[src/rtl/gauss_conv_mac_pkg.sv]
// conv_pkg: FSM states, Q0.8 constants and accumulator sizing shared by gauss_conv_mac.
package conv_pkg;
    typedef enum logic [1:0] {IDLE, MAC, OUT} state_t;
    localparam int FRAC_W = 8;
    localparam int ROUND_C = 128;
    function automatic int acc_width(input int pix_w, input int max_k);
        return pix_w + FRAC_W + $clog2(max_k * max_k);
    endfunction
endpackage

[src/rtl/gauss_conv_mac_if.sv]
// gauss_conv_mac_if: kernel load, window and result handshakes plus status flags.
interface gauss_conv_mac_if
    import conv_pkg::*;
#(
    parameter int MAX_KERNEL = 3,
    parameter int PIX_W = 8
);
    logic [MAX_KERNEL-1:0][MAX_KERNEL-1:0][FRAC_W-1:0] kernel;
    logic kernel_valid;
    logic [$clog2(MAX_KERNEL):0] kernel_size;
    logic [MAX_KERNEL-1:0][MAX_KERNEL-1:0][PIX_W-1:0] window;
    logic win_valid, win_ready;
    logic [PIX_W-1:0] pix_out;
    logic out_valid, out_ready, busy, err;
    modport master(
        output kernel, kernel_valid, kernel_size, window, win_valid, out_ready,
        input win_ready, pix_out, out_valid, busy, err
    );
    modport slave(
        input kernel, kernel_valid, kernel_size, window, win_valid, out_ready,
        output win_ready, pix_out, out_valid, busy, err
    );
endinterface

[src/rtl/gauss_conv_mac_flex_counter.sv]
// flex_counter: wrapping up-counter whose terminal value is supplied at run time.
module flex_counter #(
    parameter int W = 2
) (
    input  logic         clk,
    input  logic         rst,
    input  logic         clr,
    input  logic         en,
    input  logic [W-1:0] last,
    output logic [W-1:0] count,
    output logic         rollover
);
    assign rollover = en && count == last;
    always_ff @(posedge clk or posedge rst)
        if (rst) count <= '0;
        else if (clr) count <= '0;
        else if (en) count <= rollover ? '0 : count + 1'b1;
endmodule

[src/rtl/gauss_conv_mac.sv]
// gauss_conv_mac: Q0.8 Gaussian convolution, one kernel tap multiplied and accumulated per cycle.
// Define GAUSS_CONV_ROUND_EN to round the result to nearest; otherwise it truncates.
module gauss_conv_mac
    import conv_pkg::*;
#(
    parameter int MAX_KERNEL = 3,
    parameter int PIX_W = 8
) (
    input logic clk,
    input logic rst,
    gauss_conv_mac_if.slave bus
);
    localparam int KS_W = $clog2(MAX_KERNEL) + 1;
    localparam int IDX_W = MAX_KERNEL > 1 ? $clog2(MAX_KERNEL) : 1;
    localparam int ACC_W = acc_width(PIX_W, MAX_KERNEL);
    typedef logic [MAX_KERNEL-1:0][MAX_KERNEL-1:0][FRAC_W-1:0] kern_t;

    state_t state;
    kern_t coef, pend_k, ld_k;
    logic [MAX_KERNEL-1:0][MAX_KERNEL-1:0][PIX_W-1:0] win_r;
    logic [KS_W-1:0] ks, pend_s, ld_s;
    logic loaded, pend_v, ld_en, accept, done, x_roll, last_tap;
    logic [IDX_W-1:0] x, y, ks_last;
    logic [ACC_W-1:0] acc, acc_next;
    logic [ACC_W:0] sum, shf;
    logic [PIX_W+FRAC_W-1:0] prod;
    logic [PIX_W-1:0] res;

    function automatic logic legal(input logic [KS_W-1:0] s);
        return s != '0 && s <= KS_W'(MAX_KERNEL);
    endfunction

    assign accept = bus.win_valid && bus.win_ready;
    assign done = state == OUT && bus.out_ready;
    assign bus.win_ready = state == IDLE && loaded && legal(ks);
    assign bus.busy = state != IDLE;
    assign ks_last = IDX_W'(ks - 1'b1);

    flex_counter #(.W(IDX_W)) u_x (
        .clk(clk), .rst(rst), .clr(accept), .en(state == MAC),
        .last(ks_last), .count(x), .rollover(x_roll)
    );
    flex_counter #(.W(IDX_W)) u_y (
        .clk(clk), .rst(rst), .clr(accept), .en(x_roll),
        .last(ks_last), .count(y), .rollover(last_tap)
    );

    assign prod = {{FRAC_W{1'b0}}, win_r[y][x]} * {{PIX_W{1'b0}}, coef[y][x]};
    assign acc_next = acc + ACC_W'(prod);
`ifdef GAUSS_CONV_ROUND_EN
    assign sum = {1'b0, acc_next} + (ACC_W+1)'(ROUND_C);
`else
    assign sum = {1'b0, acc_next};
`endif
    assign shf = sum >> FRAC_W;
    assign res = |shf[ACC_W:PIX_W] ? '1 : shf[PIX_W-1:0];

    // A kernel arriving while a window is in flight waits in the shadow until the result is taken.
    assign ld_en = (state == IDLE && bus.kernel_valid) || (done && (bus.kernel_valid || pend_v));
    assign ld_k = bus.kernel_valid ? bus.kernel : pend_k;
    assign ld_s = bus.kernel_valid ? bus.kernel_size : pend_s;

    always_ff @(posedge clk or posedge rst)
        if (rst) begin
            state <= IDLE;
            bus.pix_out <= '0;
            bus.out_valid <= 1'b0;
            bus.err <= 1'b0;
            loaded <= 1'b0;
            acc <= '0;
            pend_v <= 1'b0;
            pend_k <= '0;
            pend_s <= '0;
            coef <= '0;
            ks <= '0;
            win_r <= '0;
        end else begin
            if (ld_en) begin
                coef <= ld_k;
                ks <= ld_s;
                loaded <= 1'b1;
                bus.err <= !legal(ld_s);
            end
            if (bus.kernel_valid && state != IDLE && !done) begin
                pend_k <= bus.kernel;
                pend_s <= bus.kernel_size;
                pend_v <= 1'b1;
            end else if (done) pend_v <= 1'b0;
            case (state)
                IDLE: if (accept) begin
                    win_r <= bus.window;
                    acc <= '0;
                    state <= MAC;
                end
                MAC: begin
                    acc <= acc_next;
                    if (last_tap) begin
                        bus.pix_out <= res;
                        bus.out_valid <= 1'b1;
                        state <= OUT;
                    end
                end
                OUT: if (bus.out_ready) begin
                    bus.out_valid <= 1'b0;
                    state <= IDLE;
                end
                default: state <= IDLE;
            endcase
        end
endmodule

[src/flat_wrapper.sv]
// flat-port wrapper written by rule: the top's interface ports become plain ports
module gauss_conv_mac_flat import conv_pkg::*;
#(
    parameter int MAX_KERNEL = 3,
    parameter int PIX_W = 8
)
  (clk, rst, bus_kernel, bus_kernel_valid, bus_kernel_size, bus_window, bus_win_valid, bus_out_ready, bus_win_ready, bus_pix_out, bus_out_valid, bus_busy, bus_err);
  gauss_conv_mac_if #(.MAX_KERNEL(MAX_KERNEL), .PIX_W(PIX_W)) bus_i ();
  input logic clk;
  input logic rst;
  input wire logic [$bits(bus_i.kernel)-1:0] bus_kernel;
  input wire logic [$bits(bus_i.kernel_valid)-1:0] bus_kernel_valid;
  input wire logic [$bits(bus_i.kernel_size)-1:0] bus_kernel_size;
  input wire logic [$bits(bus_i.window)-1:0] bus_window;
  input wire logic [$bits(bus_i.win_valid)-1:0] bus_win_valid;
  input wire logic [$bits(bus_i.out_ready)-1:0] bus_out_ready;
  output wire logic [$bits(bus_i.win_ready)-1:0] bus_win_ready;
  output wire logic [$bits(bus_i.pix_out)-1:0] bus_pix_out;
  output wire logic [$bits(bus_i.out_valid)-1:0] bus_out_valid;
  output wire logic [$bits(bus_i.busy)-1:0] bus_busy;
  output wire logic [$bits(bus_i.err)-1:0] bus_err;
  assign bus_i.kernel = bus_kernel;
  assign bus_i.kernel_valid = bus_kernel_valid;
  assign bus_i.kernel_size = bus_kernel_size;
  assign bus_i.window = bus_window;
  assign bus_i.win_valid = bus_win_valid;
  assign bus_i.out_ready = bus_out_ready;
  assign bus_win_ready = bus_i.win_ready;
  assign bus_pix_out = bus_i.pix_out;
  assign bus_out_valid = bus_i.out_valid;
  assign bus_busy = bus_i.busy;
  assign bus_err = bus_i.err;
  gauss_conv_mac #(.MAX_KERNEL(MAX_KERNEL), .PIX_W(PIX_W)) u_core (.clk(clk), .rst(rst), .bus(bus_i));
endmodule
[config.mk]
export PLATFORM = sky130hd
export DESIGN_NAME = gauss_conv_mac_flat
export DESIGN_NICKNAME = d
export VERILOG_FILES = /design/src/rtl/gauss_conv_mac_pkg.sv /design/src/rtl/gauss_conv_mac_if.sv /design/src/rtl/gauss_conv_mac_flex_counter.sv /design/src/rtl/gauss_conv_mac.sv /design/src/flat_wrapper.sv
export SDC_FILE = /design/constraint.sdc
export NUM_CORES = 1
export LEC_CHECK = 0
export ABC_AREA = 1
export CORE_UTILIZATION = 57
export CTS_CLUSTER_DIAMETER = 100
export DETAILED_ROUTE_END_ITERATION = 7
export GPL_TIMING_DRIVEN = 0
export PLACE_DENSITY = 0.81
export SETUP_SLACK_MARGIN = 0.4
export SLEW_MARGIN = 0
export SYNTH_ARGS = -nofsm -noshare
export SYNTH_HDL_FRONTEND = slang
export SYNTH_SLANG_ARGS = --single-unit
[constraint.sdc]
create_clock -name clk -period 22.2 [get_ports clk]
set_input_delay 6.66 -clock clk [delete_from_list [all_inputs] [get_ports clk]]
set_output_delay 6.66 -clock clk [all_outputs]
set_load 0.005 [all_outputs]
Yosys cells after proc, flatten, opt, wreduce, memory -nomap -nowiden
Index checks and enable logic that the tools add are counted.
{"block": "classes", "n_addsub": 4, "n_mul": 1, "order_cmp": 4, "n_eq_ne": 7, "mux": 28, "reduce_logical": 31}
{"cell": "binary-select mux 24 bit (select 2 bit)", "count": 2}
{"cell": "2-to-1 mux 72 bit", "count": 1}
{"cell": "2-to-1 mux 24 bit", "count": 2}
{"cell": "case mux 20 bit (2 select lines)", "count": 1}
{"cell": "binary-select mux 8 bit (select 2 bit)", "count": 2}
{"cell": "2-to-1 mux 8 bit", "count": 3}
{"cell": "adder 20 x 16 -> 20 bit", "count": 1}
{"cell": "2-to-1 mux 20 bit", "count": 1}
{"cell": "2-to-1 mux 2 bit", "count": 9}
{"cell": "multiplier 8 x 8 -> 16 bit", "count": 1}
{"cell": "logical AND 1 bit", "count": 12}
{"cell": "nonzero test 2 bit", "count": 6}
{"cell": "less-or-equal comparator 3 x 2 -> 1 bit, second input constant", "count": 2}
{"cell": "< comparator 2 x 3 -> 1 bit, second input constant", "count": 2}
{"cell": "case mux 2 bit (3 select lines)", "count": 1}
{"cell": "AND reduction 2 bit", "count": 3}
{"cell": "AND reduction 3 bit", "count": 2}
{"cell": "nonzero test 3 bit", "count": 2}
{"cell": "adder 2 x 1 -> 2 bit, second input constant", "count": 2}
{"cell": "== test 2 bit", "count": 2}
{"cell": "2-to-1 mux 1 bit", "count": 4}
{"cell": "inequality test 2 bit, second input constant", "count": 2}
{"cell": "OR reduction 4 bit", "count": 1}
{"cell": "2-to-1 mux 3 bit", "count": 1}
{"cell": "8 further kinds", "count": 10}
{"block": "word_totals", "reg_bits": 260, "input_bits": 152, "out_inout_bits": 12, "word_cells": 113}

Logic depth before layout (Yosys ltp)
{"block": "depth", "ltp_word": 8, "ltp_mapped": 31, "depth_no_buf": 29}

By module
A second synthesis with hierarchy kept.
{"block": "hier_totals", "hier_cells": 2015, "area_unflattened_um2": 15175.8}
{"mod": "gauss_conv_mac", "instances": 1, "cells_per_inst": 1971, "area_per_inst_um2": 14898.0, "seq_area_each_um2": 6406.1}
{"mod": "flex_counter", "instances": 2, "cells_per_inst": 22, "area_per_inst_um2": 138.9, "seq_area_each_um2": 50.0}

Least setup slack after synthesis
Ideal clock, no wire load.
{"block": "synth_path", "path_type": "input -> register", "startpoint": "input bus_out_ready", "endpoint": "register u_core.coef[0] (netlist bit)", "setup_time_ps": 130, "arrival_time_ps": 7684, "required_ps": 22070, "path_slack_ps": 14386, "stages": 7, "path_buffers": 2, "path_cell_list": "inv_1 -> nor3_1 -> o21ai_0 -> nand2_1 -> buf_2 -> buf_2 -> a31oi_1"}
{"block": "synth_between", "elab_chain_cells": 3}
{"element": "start, declared", "line_no": "flat_wrapper.sv:16", "source": "input wire logic [$bits(bus_i.out_ready)-1:0] bus_out_ready;"}
{"element": "logical AND 1 bit", "line_no": "gauss_conv_mac.sv:34", "source": "assign done = state == OUT && bus.out_ready;"}
{"element": "logical AND 1 bit", "line_no": "gauss_conv_mac.sv:59", "source": "assign ld_en = (state == IDLE && bus.kernel_valid) || (done && (bus.kernel_valid || pend_v));"}
{"element": "logical OR 1 bit", "line_no": "gauss_conv_mac.sv:59"}
{"element": "end signal, assigned", "line_no": "gauss_conv_mac.sv:79", "source": "coef <= ld_k;"}
{"element": "end, declared", "line_no": "gauss_conv_mac.sv:19", "source": "kern_t coef, pend_k, ld_k;"}
Every way passes these cells.
A chain may end at the register's enable or synchronous reset.

Worst setup path in the final report
{"block": "layout_path", "startpoint": "register u_core.ks[0]", "endpoint": "output bus_win_ready"}
{"block": "layout_between", "elab_chain_cells": 3, "word_cells_on_any_way": 4, "cone_classes": "order compare (1); reduce/logical (3)"}
{"element": "start, declared", "line_no": "gauss_conv_mac.sv:21", "source": "logic [KS_W-1:0] ks, pend_s, ld_s;"}
{"element": "start signal, assigned", "line_no": "gauss_conv_mac.sv:80", "source": "ks <= ld_s;"}
{"element": "less-or-equal comparator 3 x 2 -> 1 bit / nonzero test 3 bit (equally long branches)", "line_no": "gauss_conv_mac.sv:30", "source": "return s != '0 && s <= KS_W'(MAX_KERNEL);"}
{"element": "logical AND 1 bit (*)", "line_no": "gauss_conv_mac.sv:30"}
{"element": "logical AND 1 bit (*)", "line_no": "gauss_conv_mac.sv:35", "source": "assign bus.win_ready = state == IDLE && loaded && legal(ks);"}
{"element": "end, declared", "line_no": "flat_wrapper.sv:17", "source": "output wire logic [$bits(bus_i.win_ready)-1:0] bus_win_ready;"}
Every way passes the cells marked *; elsewhere a longest branch is shown, timed or not.

==> results.ini <==
[floorplanning]
dieArea_um2=26300
rows=58
chipWidth_um=162
core_area_um2=25200
start_util_pct=58.1
io_pins=164
die_h_um=162

[worst_setup_path]
max_stage_delay_ps=550
path_delay_family=buffers and inverters
path_cells=inv_1 -> ha_1 -> nor3_1 -> nand2_1 -> nor2_1 -> clkdlybuf4s50_1
crit_type=reg2out
end_kind=primary output
cp-start-kind=flop
crit_fanout=7
cp.required_ps=15540
arrival_ps=2380
cp_num_buf_inv=2
slowest_stage=clkdlybuf4s50_1

[drt]
drt-initial-drc-count=1045
via_per_inst=5.62
dr.pass1.iters=6
post_drt_wl_per_cell_um=18.1
antenna_left=0
routed_wirelength_um=39800
vias=12400
drc=0

[sta]
slew_headroom_pct=25.0
fin_crit_ps=9040
clock_skew_ps=18.8
rsz0062_at_grt=false
timing.setup.tns_ps=0
drv_slew=0
max_freq_mhz=111
timing.final.crit_share_pct=40.7
tightest_slew_ps=1130
finalSetupViolCount=0
finalHoldViolCount=0

[clock_network]
cts_buffer_depth=3
clk_pin_slew_ps=60
cts.sinks=260
ctsResizeCount=0
cts_buffers=29
cts_root_buffer=clkbuf_16
cts_tree=done
clk_latency_ps=570
post_cts_buffers=0
ctsHoldBuffers=0
h-tree-depth=1

[logic_synthesis]
yosysWarnings=0
synth_top_area_share_pct=44.4
syn_avg_cell_area_um2=8.85
ys_async_sr_fraction_pct=100
synthTopCellsByArea=dfrtp_1 44%, nand2_1 10%, mux2_2 8.9%
yosysTopAreaCell=dfrtp_1
synth_area_um2=14600
synthFlopType=dfrtp_1
ys_seq_elements=260
syn_inst=1655
synth_edf_count=0
yosys.cell_types.count=35
ys_seq_area_share_pct=44.4
yosysMostFrequentCell=nand2_1
synth_common_cells=408 x nand2_1, 260 x dfrtp_1, 238 x inv_1
syn_nets=1900

[flow_run]
max_cap_violations=0

[global_routing]
antenna_found_initial=0
globalRouteOverflowTotal=0
grt_max_degree=126
first_global_vias=12400
grt_pass1_wl_um=64000
grt.total_usage_pct=31.2

[layout]
synthToLayoutAreaGrowth_pct=20.6
antenna_cells=0
nets=2095
multi_input_area_um2=6850
drive_gt1_share_pct=12.0
seq_area_um2=6510
n_fill_cell=1897

[placed_design]
post-dp-hpwl_um=29500
gp_congestion=0.903
port_buffers=162

[run_status]
outcome=finished, final reports clean

[hold_path]
hp-class=reg2reg

==> worst register-to-register path: cells and delay by family (launching register included) <==
kind                       cells  cell delay, ps
AOI/OAI and AO/OA              2            1120
adders and majority gates      5            2380
buffers and inverters          5             630
DFF                            1             380
and+or+nand+nor               12            1800
==> metrics by stage <==
stage / setup WS, ps / hold slack, ps / instance area, um2 / utilization (%) / std cells
finish: 13160 / 464 / 17700 / 70.1 / 2199
global route: 13070 / 474 / 17700 / 70.1 / 2199
CTS: 13140 / 464 / 17700 / 70.1 / 2199
detailed placement: 13200 / 448 / 16700 / 66.5 / 2149
global placement: 5310 / 438 / 16700 / 66.2 / 2147
floorplan: 8380 / 422 / 14600 / - / 1655
==> state kept, by name, indices dropped and copies added, names as in the netlist <==
| name | count |
|---|---|
| u_core.bus.err | 1 |
| u_core.acc | 20 |
| u_core.coef | 72 |
| u_core.win_r | 72 |
| u_core.pend_s | 3 |
| u_core.ks | 3 |
| u_core.state | 2 |
| u_core.bus.pix_out | 8 |
| u_core.u_y.count | 2 |
| u_core.bus.out_valid | 1 |
| u_core.loaded | 1 |
| u_core.u_x.count | 2 |
| u_core.pend_k | 72 |
| u_core.pend_v | 1 |
==> per-layer routing <==
metal	global-route usage [%]	share of wire, %	up-vias
met1	41.5	42	6028
li1	-	-	5731
met4	11.4	3.6	0
met3	3.55	6.2	94
met5	0	0	-
met2	53.0	48	502
==> kinds of logic (layout without fill, tap and decap cells) <==
group                      count (synthesis)  after routing  share of synthesized area (%)
AOI/OAI and AO/OA                        263            263                           11.1
xor gates and xnor gates                   8              8                          0.479
adders and majority gates                 93             93                           10.5
buffers and inverters                    326            540                           8.80
DFF                                      260            260                           44.4
muxes                                    116            116                           8.92
and+or+nand+nor                          589            589                           15.7
==> final timing paths <==
path,startpoint,end,slack [ps],cells past startpoint
setup / recovery,u_core.ks[0],bus_win_ready,13160,6
hold / removal,u_core.loaded,u_core.loaded,460,2
setup reg to reg,u_core.u_y.count[1],u_core.bus.pix_out[0],15790,24
hold reg to reg,u_core.loaded,u_core.loaded,460,2
max in group asynchronous,rst,u_core.pend_k[49],14900,3
min in group asynchronous,rst,u_core.win_r[59],6440,2
==> cell type report <==
class / instances / share of cell area [%]
clock buffers: 45 / 4.91
plain buffers: 81 / 2.09
clock inverters: 5 / 0.262
multi-input cells: 1069 / 38.8
repair buffers: 164 / 9.50
inverters: 245 / 5.25
flip-flops and latches: 260 / 36.9
well taps: 330 / 2.34
==> cell usage in the layout (no fill, tap or decap), types with 3 or more instances in the layout <==
master / synthesis / layout
nor3_1: 8 / 8
buf_1: 4 / 4
a31oi_1: 45 / 45
o21ai_1: 3 / 3
mux2_2: 116 / 116
clkbuf_8: 0 / 8
o22ai_1: 37 / 37
o21ai_0: 104 / 104
inv_2: 7 / 7
inv_1: 238 / 237
clkdlybuf4s50_1: 0 / 162
or2_2: 3 / 3
fa_1: 50 / 50
nand3_1: 41 / 41
a21boi_0: 3 / 3
or2_1: 3 / 3
a32oi_2: 8 / 8
nand4_1: 3 / 3
nand2_1: 408 / 408
dfrtp_1: 260 / 260
xor2_1: 6 / 6
clkbuf_16: 0 / 29
o211ai_1: 28 / 28
clkbuf_1: 34 / 42
buf_2: 40 / 40
nor2_1: 120 / 120
a32oi_1: 7 / 7
ha_1: 43 / 43
a21oi_1: 23 / 23
Power is not shown: default switching activity piles up to over one toggle a cycle in this logic, so the estimate is an artifact.
